===== src/rtl/alu_acumulador_pkg.sv =====
// Shared types and op_code encodings for the ALU/accumulator stage.
package alu_pkg;

  typedef enum logic [1:0] {
    IDLE  = 2'd0,
    EXEC  = 2'd1,
    WRITE = 2'd2
  } state_e;

  // op_code[1:0] meaning when ctl_arith=1
  localparam logic [1:0] OP_ADD = 2'b00;
  localparam logic [1:0] OP_SUB = 2'b01;
  localparam logic [1:0] OP_INC = 2'b10;
  localparam logic [1:0] OP_DEC = 2'b11;

  // op_code[1:0] meaning when ctl_arith=0
  localparam logic [1:0] OP_AND = 2'b00;
  localparam logic [1:0] OP_OR  = 2'b01;
  localparam logic [1:0] OP_XOR = 2'b10;
  localparam logic [1:0] OP_NOT = 2'b11;

  localparam int OP_CARRY_BIT = 3;

endpackage


===== src/rtl/alu_acumulador_if.sv =====
// Command/status bundle between the decode table, this stage and the display driver.
interface alu_acumulador_if #(
  parameter int WIDTH = 8
);
  logic             tick;
  logic [3:0]       op_code;
  logic             ctl_rst;
  logic             ctl_load;
  logic             ctl_arith;
  logic [WIDTH-1:0] operand;
  logic [WIDTH-1:0] acc;
  logic             zero;
  logic             carry;
  logic             overflow;
  logic             overrun;
  logic             busy;
  logic             valid;

  modport master (
    output tick, op_code, ctl_rst, ctl_load, ctl_arith, operand,
    input  acc, zero, carry, overflow, overrun, busy, valid
  );

  modport slave (
    input  tick, op_code, ctl_rst, ctl_load, ctl_arith, operand,
    output acc, zero, carry, overflow, overrun, busy, valid
  );
endinterface


===== src/rtl/alu_acumulador_nucleo.sv =====
// Combinational ALU core: one add/sub or bitwise op on acc and operand.
module alu_nucleo
  import alu_pkg::*;
#(
  parameter int WIDTH = 8
) (
  input  logic [WIDTH-1:0] acc_i,
  input  logic [WIDTH-1:0] operand_i,
  input  logic [3:0]       op_i,
  input  logic             arith_i,
  input  logic             carry_i,
  output logic [WIDTH:0]   res_o,
  output logic             carry_o,
  output logic             overflow_o
);

  logic [WIDTH-1:0] rhs;
  logic             extra;
  logic             subtract;
  logic             unusedOpBit;

  // op_code[2] carries no meaning for this stage
  assign unusedOpBit = op_i[2];

  always_comb begin
    rhs        = operand_i;
    extra      = 1'b0;
    subtract   = 1'b0;
    res_o      = '0;
    carry_o    = 1'b0;
    overflow_o = 1'b0;
    if (arith_i) begin
      case (op_i[1:0])
        OP_ADD: extra = op_i[OP_CARRY_BIT] & carry_i;
        OP_SUB: begin
          extra    = op_i[OP_CARRY_BIT] & carry_i;
          subtract = 1'b1;
        end
        OP_INC: rhs = WIDTH'(1);
        default: begin
          rhs      = WIDTH'(1);
          subtract = 1'b1;
        end
      endcase
      // The extra MSB turns into carry-out on add and borrow on subtract
      if (subtract)
        res_o = {1'b0, acc_i} - {1'b0, rhs} - {{WIDTH{1'b0}}, extra};
      else
        res_o = {1'b0, acc_i} + {1'b0, rhs} + {{WIDTH{1'b0}}, extra};
      carry_o    = res_o[WIDTH];
      overflow_o = ((acc_i[WIDTH-1] ^ rhs[WIDTH-1]) == subtract) &&
                   (res_o[WIDTH-1] != acc_i[WIDTH-1]);
    end else begin
      case (op_i[1:0])
        OP_AND:  res_o = {1'b0, acc_i & operand_i};
        OP_OR:   res_o = {1'b0, acc_i | operand_i};
        OP_XOR:  res_o = {1'b0, acc_i ^ operand_i};
        default: res_o = {1'b0, ~acc_i};
      endcase
    end
  end

endmodule


===== src/rtl/alu_acumulador.sv =====
// Accumulator stage: accepts one command per idle tick, executes it over
// EXEC/WRITE and pulses valid when acc and flags change.
module alu_acumulador
  import alu_pkg::*;
#(
  parameter int WIDTH = 8
) (
  input logic              clk,
  input logic              reset,
  alu_acumulador_if.slave  bus
);

  state_e           state_q, state_d;
  logic [3:0]       opCode_q, opCode_d;
  logic [WIDTH-1:0] operand_q, operand_d;
  logic             arith_q, arith_d;
  logic [WIDTH:0]   res_q, res_d;
  logic             resOvf_q, resOvf_d;
  logic [WIDTH-1:0] acc_q, acc_d;
  logic             zero_q, zero_d;
  logic             carry_q, carry_d;
  logic             ovf_q, ovf_d;
  logic             overrun_q, overrun_d;
  logic             valid_q, valid_d;

  logic [WIDTH:0]   aluRes;
  logic             aluCarry;
  logic             aluOvf;
  logic             unusedAluCarry;

  // Carry travels inside res_q[WIDTH], so the separate carry output is redundant here
  assign unusedAluCarry = aluCarry;

  alu_nucleo #(.WIDTH(WIDTH)) u_nucleo (
    .acc_i      (acc_q),
    .operand_i  (operand_q),
    .op_i       (opCode_q),
    .arith_i    (arith_q),
    .carry_i    (carry_q),
    .res_o      (aluRes),
    .carry_o    (aluCarry),
    .overflow_o (aluOvf)
  );

  always_comb begin
    state_d   = state_q;
    opCode_d  = opCode_q;
    operand_d = operand_q;
    arith_d   = arith_q;
    res_d     = res_q;
    resOvf_d  = resOvf_q;
    acc_d     = acc_q;
    zero_d    = zero_q;
    carry_d   = carry_q;
    ovf_d     = ovf_q;
    overrun_d = overrun_q;
    valid_d   = 1'b0;

    case (state_q)
      IDLE: begin
        if (bus.tick && bus.ctl_load) begin
          opCode_d  = bus.op_code;
          operand_d = bus.operand;
          arith_d   = bus.ctl_arith;
          state_d   = EXEC;
        end
      end
      EXEC: begin
        res_d    = aluRes;
        resOvf_d = aluOvf;
        state_d  = WRITE;
      end
      WRITE: begin
        acc_d   = res_q[WIDTH-1:0];
        zero_d  = (res_q[WIDTH-1:0] == '0);
        carry_d = res_q[WIDTH];
        ovf_d   = resOvf_q;
        valid_d = 1'b1;
        state_d = IDLE;
      end
      default: state_d = IDLE;
    endcase

    if (bus.tick && (state_q != IDLE))
      overrun_d = 1'b1;

    // A clear strobe wins over everything, including an in-flight write
    if (bus.tick && bus.ctl_rst) begin
      state_d   = IDLE;
      acc_d     = '0;
      zero_d    = 1'b0;
      carry_d   = 1'b0;
      ovf_d     = 1'b0;
      overrun_d = 1'b0;
      valid_d   = 1'b1;
    end
  end

  always_ff @(posedge clk or posedge reset) begin
    if (reset)
      state_q <= IDLE;
    else
      state_q <= state_d;
  end

  always_ff @(posedge clk or posedge reset) begin
    if (reset) begin
      opCode_q  <= '0;
      operand_q <= '0;
      arith_q   <= 1'b0;
      res_q     <= '0;
      resOvf_q  <= 1'b0;
      acc_q     <= '0;
      zero_q    <= 1'b0;
      carry_q   <= 1'b0;
      ovf_q     <= 1'b0;
      overrun_q <= 1'b0;
      valid_q   <= 1'b0;
    end else begin
      opCode_q  <= opCode_d;
      operand_q <= operand_d;
      arith_q   <= arith_d;
      res_q     <= res_d;
      resOvf_q  <= resOvf_d;
      acc_q     <= acc_d;
      zero_q    <= zero_d;
      carry_q   <= carry_d;
      ovf_q     <= ovf_d;
      overrun_q <= overrun_d;
      valid_q   <= valid_d;
    end
  end

  assign bus.acc      = acc_q;
  assign bus.zero     = zero_q;
  assign bus.carry    = carry_q;
  assign bus.overflow = ovf_q;
  assign bus.overrun  = overrun_q;
  assign bus.valid    = valid_q;
  assign bus.busy     = (state_q != IDLE);

endmodule


===== src/flat_wrapper.sv =====
// flat-port wrapper written by rule: the top's interface ports become plain ports
module alu_acumulador_flat import alu_pkg::*;
#(
  parameter int WIDTH = 8
)
  (clk, reset, bus_tick, bus_op_code, bus_ctl_rst, bus_ctl_load, bus_ctl_arith, bus_operand, bus_acc, bus_zero, bus_carry, bus_overflow, bus_overrun, bus_busy, bus_valid);
  alu_acumulador_if #(.WIDTH(WIDTH)) bus_i ();
  input logic clk;
  input logic reset;
  input wire logic [$bits(bus_i.tick)-1:0] bus_tick;
  input wire logic [$bits(bus_i.op_code)-1:0] bus_op_code;
  input wire logic [$bits(bus_i.ctl_rst)-1:0] bus_ctl_rst;
  input wire logic [$bits(bus_i.ctl_load)-1:0] bus_ctl_load;
  input wire logic [$bits(bus_i.ctl_arith)-1:0] bus_ctl_arith;
  input wire logic [$bits(bus_i.operand)-1:0] bus_operand;
  output wire logic [$bits(bus_i.acc)-1:0] bus_acc;
  output wire logic [$bits(bus_i.zero)-1:0] bus_zero;
  output wire logic [$bits(bus_i.carry)-1:0] bus_carry;
  output wire logic [$bits(bus_i.overflow)-1:0] bus_overflow;
  output wire logic [$bits(bus_i.overrun)-1:0] bus_overrun;
  output wire logic [$bits(bus_i.busy)-1:0] bus_busy;
  output wire logic [$bits(bus_i.valid)-1:0] bus_valid;
  assign bus_i.tick = bus_tick;
  assign bus_i.op_code = bus_op_code;
  assign bus_i.ctl_rst = bus_ctl_rst;
  assign bus_i.ctl_load = bus_ctl_load;
  assign bus_i.ctl_arith = bus_ctl_arith;
  assign bus_i.operand = bus_operand;
  assign bus_acc = bus_i.acc;
  assign bus_zero = bus_i.zero;
  assign bus_carry = bus_i.carry;
  assign bus_overflow = bus_i.overflow;
  assign bus_overrun = bus_i.overrun;
  assign bus_busy = bus_i.busy;
  assign bus_valid = bus_i.valid;
  alu_acumulador #(.WIDTH(WIDTH)) u_core (.clk(clk), .reset(reset), .bus(bus_i));
endmodule

===== config.mk =====
export PLATFORM = sky130hd
export DESIGN_NAME = alu_acumulador_flat
export DESIGN_NICKNAME = d
export VERILOG_FILES = /design/src/rtl/alu_acumulador_pkg.sv /design/src/rtl/alu_acumulador_if.sv /design/src/rtl/alu_acumulador_nucleo.sv /design/src/rtl/alu_acumulador.sv /design/src/flat_wrapper.sv
export SDC_FILE = /design/constraint.sdc
export NUM_CORES = 1
export LEC_CHECK = 0
export ABC_AREA = 1
export ABC_CLOCK_PERIOD_IN_PS = 2200
export CORE_MARGIN = 10
export CORE_UTILIZATION = 50
export CTS_BUF_LIST = sky130_fd_sc_hd__clkbuf_4
export DETAILED_ROUTE_END_ITERATION = 16
export GPL_ROUTABILITY_DRIVEN = 0
export HOLD_SLACK_MARGIN = 0.06
export PLACE_DENSITY = 0.79
export SETUP_SLACK_MARGIN = 0.2
export SLEW_MARGIN = 20
export SYNTH_ARGS = -nofsm -noshare
export SYNTH_HDL_FRONTEND = slang
export SYNTH_SLANG_ARGS = --single-unit

===== constraint.sdc =====
create_clock -name clk -period 2.2 [get_ports clk]
set_input_delay 0.55 -clock clk [delete_from_list [all_inputs] [get_ports clk]]
set_output_delay 0.55 -clock clk [all_outputs]
set_load 0.005 [all_outputs]

# Yosys cells after proc, flatten, opt, wreduce, memory -nomap -nowiden
# Index checks and enable logic that the tools add are counted.
[totals]
elab_cells = 68
inputBits = 18
ff_bits = 38
[op_classes]
n_addsub = 4
n_reduce_logical = 13
muxes = 26
n_eq_ne = 7
bitwise_logic = 6
[op_table]
columns = ["operator", "count"]
rows = [
  ["$mux W8", 4],
  ["$mux W9", 3],
  ["$pmux W8 S3", 1],
  ["$mux W1", 15],
  ["$add A8 B8 Y9", 1],
  ["$add A9 B1 Y9", 1],
  ["$sub A8 B8 Y9", 1],
  ["$sub A9 B1 Y9", 1],
  ["$and A8 B8 Y8", 1],
  ["$logic_not A8 Y1", 1],
  ["$not A8 Y8", 1],
  ["$or A8 B8 Y8", 1],
  ["$xor A8 B8 Y8", 1],
  ["$reduce_bool A2 Y1", 3],
  ["$eq A2 B1 Y1 const B", 2],
  ["$eq A2 B2 Y1 const B", 2],
  ["$logic_and A1 B1 Y1", 4],
  ["$logic_not A2 Y1", 2],
  ["$mux W2", 2],
  ["$pmux W2 S2", 1],
  ["$reduce_or A2 Y1", 2],
  ["$ne A3 B1 Y1 const B", 1],
  ["$reduce_and A2 Y1", 1],
  ["$and A1 B1 Y1", 1],
  ["3 further kinds", 3],
]

# Depth between registers and ports, before layout
# Gate-level depths: netlist of the first run.
[depth]
ltp_word = 11
mapped_depth = 16
mapped_depth_nobuf = 16

# Cells and area by module
# Synthesis of the first run repeated with hierarchy kept, for this count alone.
[hier_totals]
cells_unflattened = 428
hier_area_um2 = 3206.8
[by_module_without_submodules]
columns = ["module", "area_each_um2", "instances", "cells_per_inst"]
rows = [
  ["alu_nucleo", 1605.3, 1, 258],
  ["alu_acumulador", 1601.5, 1, 170],
]

# Least setup slack after synthesis of the first run
# OpenSTA, ideal clock, no wires.
[synth_path]
path_kind = "register to register"
startpoint = "reg u_core.opCode_q[1]"
endpoint = "reg u_core.res_q[6]"
t_required_ps = 2084
arrival_ps = 2276
period_less_slack_ps = 2393
stages_incl_launch_ff = 16
setup_slack_ps = -193
path_cell_list = "dfrtp_1 buf_2 nor2_1 inv_1 fa_1 fa_1 nand2_1 a21oi_1 nor2_1 nand2_1 nand2_1 nand2_1 nand3_1 nand3_1 nand2_1 nand2_1"
[synth_via]
elab_chain_cells = 9
elab_cells_between_ends = 19
[synth_lines]
columns = ["element", "line_no", "text"]
rows = [
  ["start, declared", "alu_acumulador.sv:14", "logic [3:0] opCode_q, opCode_d;"],
  ["start signal, assigned", "alu_acumulador.sv:120", "opCode_q <= opCode_d;"],
  ["$eq A2 B1 Y1 or $logic_not A2 Y1 (tied branches)", "alu_acumulador_nucleo.sv:33, alu_acumulador_nucleo.sv:54", ""],
  ["$reduce_or A2 Y1 (no line)", "-", ""],
  ["$mux W8", "alu_acumulador_nucleo.sv:33", "case (op_i[1:0])"],
  ["$mux W8", "alu_acumulador_nucleo.sv:32", "if (arith_i) begin"],
  ["$add A8 B8 Y9 or $sub A8 B8 Y9 (tied branches)", "alu_acumulador_nucleo.sv:49, alu_acumulador_nucleo.sv:47", ""],
  ["$add A9 B1 Y9 or $sub A9 B1 Y9 (tied branches)", "alu_acumulador_nucleo.sv:49, alu_acumulador_nucleo.sv:47", ""],
  ["$mux W9", "alu_acumulador_nucleo.sv:46", "if (subtract)"],
  ["$mux W9", "alu_acumulador_nucleo.sv:32", ""],
  ["$mux W9 *", "alu_acumulador_nucleo.sv:32", ""],
  ["end signal, assigned", "alu_acumulador.sv:123", "res_q <= res_d;"],
  ["end, declared", "alu_acumulador.sv:17", "logic [WIDTH:0] res_q, res_d;"],
]
# Mark *: on every way between the ends. The rest lies on a longest branch, timed or not. The select of a mux whose other input is x is not followed.
# A chain may end at the register's enable or synchronous reset.

# Final worst setup path of the first run
# Same ends and word-level chain as after synthesis.

==> reports/qor.csv, run 1 <==
stage,metric,value,unit
status,status,"finished, violations left",
status,violations,setup timing,
drt,drc,0,
layout,most-common-layout-cells,"nand2_1 (70), inv_1 (54), buf_4 (38)",
cts,cts.sinks,37,
worst_setup_path,path_max_fanout,8,
cts,worstSkewPairLatency,0.36,ns
cts,tritoncts,yes,
timing,slew_headroom,63.0,%
global_route,antenna_found_initial,0,
drt,num_vias,2826,
pwr,peakVddDrop,0.599,mV
worst_setup_path,worst-path-buf-inv,2,
layout,area_growth,31.5,%
layout,stdcell_area,3820,sq um
drt,postRouteAntennaNets,0,
yosys,synth_area_leader_cell,dfrtp_1,
yosys,synth_ff_type,dfrtp_1,
yosys,synth_enable_flop_cells,0,
die,die_h,96.2,microns
yosys,netlist_instances,381,
timing,setup_viol,4,
global_route,grt_max_degree,38,
drt,post_drt_wl_per_cell,15.4,microns
timing,tightest_slew,0.555,ns
timing,period_share,105,%
placed_design,io_buffers,30,
cts,cts_max_level,2,
cts,cts-root-buf,clkbuf_4,
die,fp.dieW,96.2,microns
layout,regArea,926,sq um
yosys,syn_area,2900,sq um
worst_setup_path,crit_required,2.45,ns
cts,path_clk_slew,0.13,ns
yosys,synth_top_area_share,31.9,%
cts,cts_hold_buf,0,
yosys,ys_ff_latch,37,
pwr,leakage,1.93,nW
die,io_pins,32,
worst_setup_path,arrival,2.56,ns
worst_setup_path,crit_top_cell,nand2_1,
cts,clk_path_buf_depth,2,
timing,period_needed,2.30,ns
drt,drt_iter0_drc,219,
timing,rsz0062_at_grt,yes,
layout,multiInputGateArea,1870,sq um
yosys,synth_nets,440,
layout,post-route-util,68.5,%
timing,finalHoldViolCount,0,
timing,max_freq,434,MHz
yosys,yosysSeqAreaShare,31.9,%
yosys,synth_area_leaders,"dfrtp_1 (32%), ha_1 (16%), nand2_1 (10%), inv_1 (7.9%), nor2_1 (4.9%)",
flow_run,drv_cap,0,
drt,avgViaCountPerCell,5.38,
global_route,grt_first_pass_wirelength,12900,microns
worst_setup_path,critPathMaxStageDelay,0.42,ns
worst_setup_path,critPathSlowestCell,dfrtp_1,
die,core_area,5570,sq um
drt,first_pass_iters,5,
die,initial_utilization,52.1,%
pwr,power.density,800,nW/um^2
layout,drive_gt1_share,24.1,%
yosys,avgSynthCellArea,7.62,sq um
placed_design,dpl.hpwl,6040,microns
layout,fillers,454,
global_route,grt_use_total,17.5,%
global_route,grt_overflow,0,
timing,final.setup_skew,0.0126,ns
yosys,yosysUniqueCellTypes,35,
timing,whs,0.502,ns
pwr,p_total,0.00305,W
worst_setup_path,cp-end-kind,flop,
worst_setup_path,crit_type,reg -> reg,
placed_design,preCtsSetupSlack,-0.135,ns
placed_design,placed_area,3580,sq um
layout,final_common_cell,nand2_1,
die,fp-row-count,27,
layout,num_antenna_cells,0,
layout,finish.net_count,511,
cts,cts_buffers,5,
worst_setup_path,crit_chain,buf_12 > nor2_4 > inv_2 > fa_2 > fa_2 > nand2_2 > a21oi_2 > nor2_2 > nand2_1 > nand2_1 > nand2_1 > nand3_1 > nand3_1 > nand2_1 > nand2_1,
global_route,grt_pass1_vias,2751,
timing,drv_slew,0,
yosys,yosysWarnings,0,
die,die-area,9250,sq um
min_path,hp-class,reg -> reg,
yosys,async_reset_ff_share,100,%
timing,fin_ws,-0.103,ns
worst_setup_path,crit_family,simple AND/OR/NAND/NOR gates,
drt,totalWireLength,8060,microns
worst_setup_path,critPathLaunchType,flop,
[per-stage QoR]
stage               TNS (ns)  instances
finish                -0.324        525
global route           -1.07        525
CTS                   -0.345        521
detailed placement    -0.341        512
global placement      -0.191        512
floorplan                  0        381
[synthesized netlist by cell type (all sizes together), types with 2 or more instances]
master and number:
inv 66, buf 6, nand4 4, o21ai 17, xor2 2, nand3 27, nand3b 2, nand2 82
a21oi 23, o211ai 9, o21bai 2, fa 4, nor2 43, ha 37, a32oi 2, dfrtp 37
o22ai 8, a31oi 3
[cell type report]
class                      count  area share [%]
sequential                    37            24.3
clock buffer                   5           0.984
timing repair buffer          70            16.2
tap                           72            2.36
multi-input combinational    272            49.1
clock inverter                 3           0.459
inverter                      66            6.62
[state kept, by name, summed over array words and instances (netlist names)]
signal               flops
u_core.state_q           2
u_core.opCode_q          3
u_core.bus.carry         1
u_core.res_q             9
u_core.resOvf_q          1
u_core.bus.overflow      1
u_core.bus.valid         1
u_core.bus.zero          1
u_core.arith_q           1
u_core.bus.acc           8
u_core.bus.overrun       1
u_core.operand_q         8
[tightest hold or removal path, stage by stage (launching register included)]
cell and delay, ns:
dfrtp_1 0.37, a32oi_1 0.06, nand2_1 0.05
[metal layers]
metal | GRT usage [%] | vias to the layer above | share of wire [%]
li1 | - | 1380 | -
met5 | 0 | - | 0
met3 | 4.20 | 21 | 7.4
met1 | 21.9 | 1296 | 43
met2 | 28.1 | 129 | 48
met4 | 7.74 | 0 | 2.3
[kinds of logic (layout without fill, tap and decap cells)]
logic type	after synthesis	count (layout)	share of synthesized area (%)
AO/OA/AOI/OAI	68	68	14.4
adder cells (fa/ha/maj)	41	41	18.7
AND/OR/NAND/NOR	160	160	24.3
XOR/XNOR	3	3	0.905
flip-flops	37	37	31.9
buffers and inverters	72	144	9.83
[worst paths after layout]
path,start,endpoint,slack [ns],depth (start not counted)
worst max-delay path,u_core.opCode_q[1],u_core.res_q[6],-0.10,15
worst min-delay path,u_core.res_q[4],u_core.res_q[4],0.50,2
worst max register to register,u_core.opCode_q[1],u_core.res_q[6],-0.10,15
worst min register to register,u_core.res_q[4],u_core.res_q[4],0.50,2
max in group asynchronous,reset,u_core.bus.zero,1.27,3
min in group asynchronous,reset,u_core.opCode_q[3],0.58,3
[power by group]
group	internal [W]	switching, W
sequential	0.000821	0.0000998
combinational	0.000788	0.000975
clock	0.000120	0.000250
total	0.00173	0.00132
[timing repair]
action                                  CTS  global route
endpoints found under the setup margin   12            11
pin swaps                                 3             9
hold endpoints to repair                  0             0
gates resized for setup                   7            35
buffers inserted                          1             4
No activity file was read; power rests on OpenSTA's default activity.
==> run 2: changes to the inputs <==
--- a/config.mk
+++ b/config.mk
@@ -7,9 +7,9 @@
 export LEC_CHECK = 0
 export ABC_AREA = 1
 export ABC_CLOCK_PERIOD_IN_PS = 2200
-export CORE_MARGIN = 10
 export CORE_UTILIZATION = 50
 export CTS_BUF_LIST = sky130_fd_sc_hd__clkbuf_4
+export CTS_CLUSTER_SIZE = 16
 export DETAILED_ROUTE_END_ITERATION = 16
 export GPL_ROUTABILITY_DRIVEN = 0
 export HOLD_SLACK_MARGIN = 0.06
==> run 2 against run 1 <==
  * The flow still finishes with violations (setup timing)
  * Flip-flop and latch count unchanged
  * Sequential share of layout area is 0.12 points lower
  * Total power shrank 1.2%
  * Utilization rose by 0.76 points
  * Non-clock buffer count rose by 2
  * Critical path type unchanged
  * Critical endpoint is now u_core.res_q[8]
==> reports/qor.csv, run 2 (same netlist as run 1, synthesis figures left out) <==
stage,metric,value,unit
drt,drt_iter0_drc,187,
global_route,use_met3,2.67,%
global_route,grt_first_pass_wirelength,12600,microns
layout,num_antenna_cells,0,
cts,cts.sinks,37,
worst_setup_path,crit_chain,buf_4 > nor3_4 > inv_1 > fa_2 > inv_2 > fa_2 > nand3_2 > nand2_4 > nand2_2 > nand2_1 > nand2_1 > nand2_1 > nand2_1 > nand2_1 > nand3_2 > nand2_1,
timing,rsz0062_at_grt,yes,
placed_design,dp.cells,512,
pwr,peakVddDrop,0.589,mV
worst_setup_path,path_max_fanout,3,
drt,postRouteAntennaNets,0,
die,io_pins,32,
timing,setup_viol,3,
drt,drc,0,
global_route,antenna_found_initial,0,
layout,regArea,926,sq um
die,die_h,78.2,microns
die,die-area,6110,sq um
layout,post-route-util,69.2,%
timing,finalHoldViolCount,0,
global_route,grt_pass1_vias,2722,
cts,cts_buffers,5,
cts,tritoncts,yes,
layout,multiInputGateArea,1880,sq um
global_route,grt_use_total,26.1,%
placed_design,dpl.hpwl,5790,microns
worst_setup_path,critPathCapture,u_core.res_q[8],
layout,largest_register,u_core.res_q,
pwr,leakage,1.92,nW
worst_setup_path,r2r-start,u_core.opCode_q[1],
layout,finalNonFillerCells,527,
timing,max_freq,438,MHz
cts,cts_hold_buf,0,
worst_setup_path,critPathLaunchType,flop,
global_route,grtUsageMet2,45.4,%
timing,period_share,104,%
worst_setup_path,crit_required,2.48,ns
cts,cts_max_level,2,
worst_setup_path,cp-end-kind,flop,
worst_setup_path,crit_top_cell,nand2_1,
layout,largest_reg_flops,9,
global_route,grt_overflow,0,
worst_setup_path,crit_type,reg -> reg,
global_route,met1_usage,34.7,%
worst_setup_path,critPathMaxStageDelay,0.43,ns
worst_setup_path,critPathLaunch,u_core.opCode_q[1],
timing,fin_tns_setup,-0.216,ns
min_path,hp-class,reg -> reg,
cts,clk_path_buf_depth,2,
timing,period_needed,2.29,ns
timing,fin_ws,-0.0853,ns
timing,tightest_slew,0.560,ns
placed_design,io_buffers,30,
die,core_area,5540,sq um
die,initial_utilization,52.4,%
drt,num_vias,2786,
status,violations,setup timing,
timing,slew_headroom,62.7,%
status,status,"finished, violations left",
cts,cts-root-buf,clkbuf_4,
flow_run,drv_cap,0,
layout,final_common_cell,nand2_1,
cts,path_clk_slew,0.11,ns
pwr,power.density,787,nW/um^2
global_route,top_usage_layer,met2,
layout,drive_gt1_share,22.9,%
die,fp.dieW,78.2,microns
worst_setup_path,critPathSlowestCell,dfrtp_1,
drt,post_drt_wl_per_cell,14.3,microns
cts,worstSkewPairLatency,0.34,ns
layout,area_growth,32.1,%
worst_setup_path,r2r_end,u_core.res_q[8],
worst_setup_path,ff2ff_path_depth,16,
drt,first_pass_iters,4,
layout,finish.net_count,513,
layout,most-common-layout-cells,"nand2_1 (72), inv_1 (57), buf_4 (39)",
timing,drv_slew,0,
worst_setup_path,arrival,2.56,ns
global_route,grt_max_degree,38,
worst_setup_path,r2r_slack,-0.09,ns
drt,totalWireLength,7550,microns
die,fp-row-count,27,
drt,avgViaCountPerCell,5.29,
layout,fillers,437,
timing,final.setup_skew,0.0150,ns
## run 2: cell types whose count changed in the layout (fill, tap and decap cells not counted), sizes merged
| cell | previous run | this run |
|---|---|---|
| buf | 40 | 42 |
| clkdlybuf4s50 | 28 | 30 |
| clkbuf | 5 | 7 |
| clkinv | 2 | 0 |
| dlygate4sd2 | 1 | 0 |
| dlymetal6s2s | 1 | 0 |
## run 2: worst min path at each step
stage	from	end	slack (ns)	depth (start not counted)
2_1_floorplan	u_core.res_q[3]	u_core.res_q[3]	0.45	2
3_3_place_gp	u_core.res_q[3]	u_core.res_q[3]	0.46	2
3_5_place_dp	u_core.res_q[3]	u_core.res_q[3]	0.47	2
4_1_cts	u_core.res_q[3]	u_core.res_q[3]	0.50	2
5_1_grt	u_core.res_q[4]	u_core.res_q[4]	0.52	2
6_report	u_core.resOvf_q	u_core.resOvf_q	0.49	2
## run 2: layout make-up
cell class	instances	area share, %
multi-input combinational	272	49.1
clock inverter	1	0.196
timing repair buffer	72	16.3
inverter	66	6.53
clock buffer	7	1.37
sequential	37	24.1
tap	72	2.35
## run 2: stage by stage
| step | worst slack [ns] | cell area (sq um) | total power, W | hold slack (ns) |
|---|---|---|---|---|
| global placement | -0.0811 | 3570 | 0.00239 | 0.465 |
| finish | -0.0853 | 3830 | 0.00302 | 0.495 |
| CTS | -0.105 | 3680 | 0.00287 | 0.499 |
| floorplan | 0.0264 | 2960 | 0.00192 | 0.446 |
| global route | -0.249 | 3830 | 0.00326 | 0.517 |
| detailed placement | -0.125 | 3570 | 0.00245 | 0.472 |
## run 2: what timing repair did
action                     CTS  global route
setup buffers                3             4
pin swaps                   13            10
gates resized for setup     10            24
setup endpoints to repair   11            12
## run 2: routing by layer
layer,vias to the layer above,wire length (microns)
li1,1391,-
met1,1289,3330
met2,95,3760
met3,11,361
met4,0,95
met5,-,0
## run 2: critical path, delay by kind of cell, from the launching register on
kind	cells	cell delay, ns
and+or+nand+nor	11	0.90
DFF	1	0.43
buffers and inverters	3	0.32
adders and majority gates	2	0.55
## run 2: where the power goes
part	total, W	leakage (nW)	switching, W	internal [W]
combinational	0.00171	1.44	0.000948	0.000766
sequential	0.000920	0.454	0.0000991	0.000821
clock	0.000384	0.0324	0.000233	0.000151
total	0.00302	1.92	0.00128	0.00174
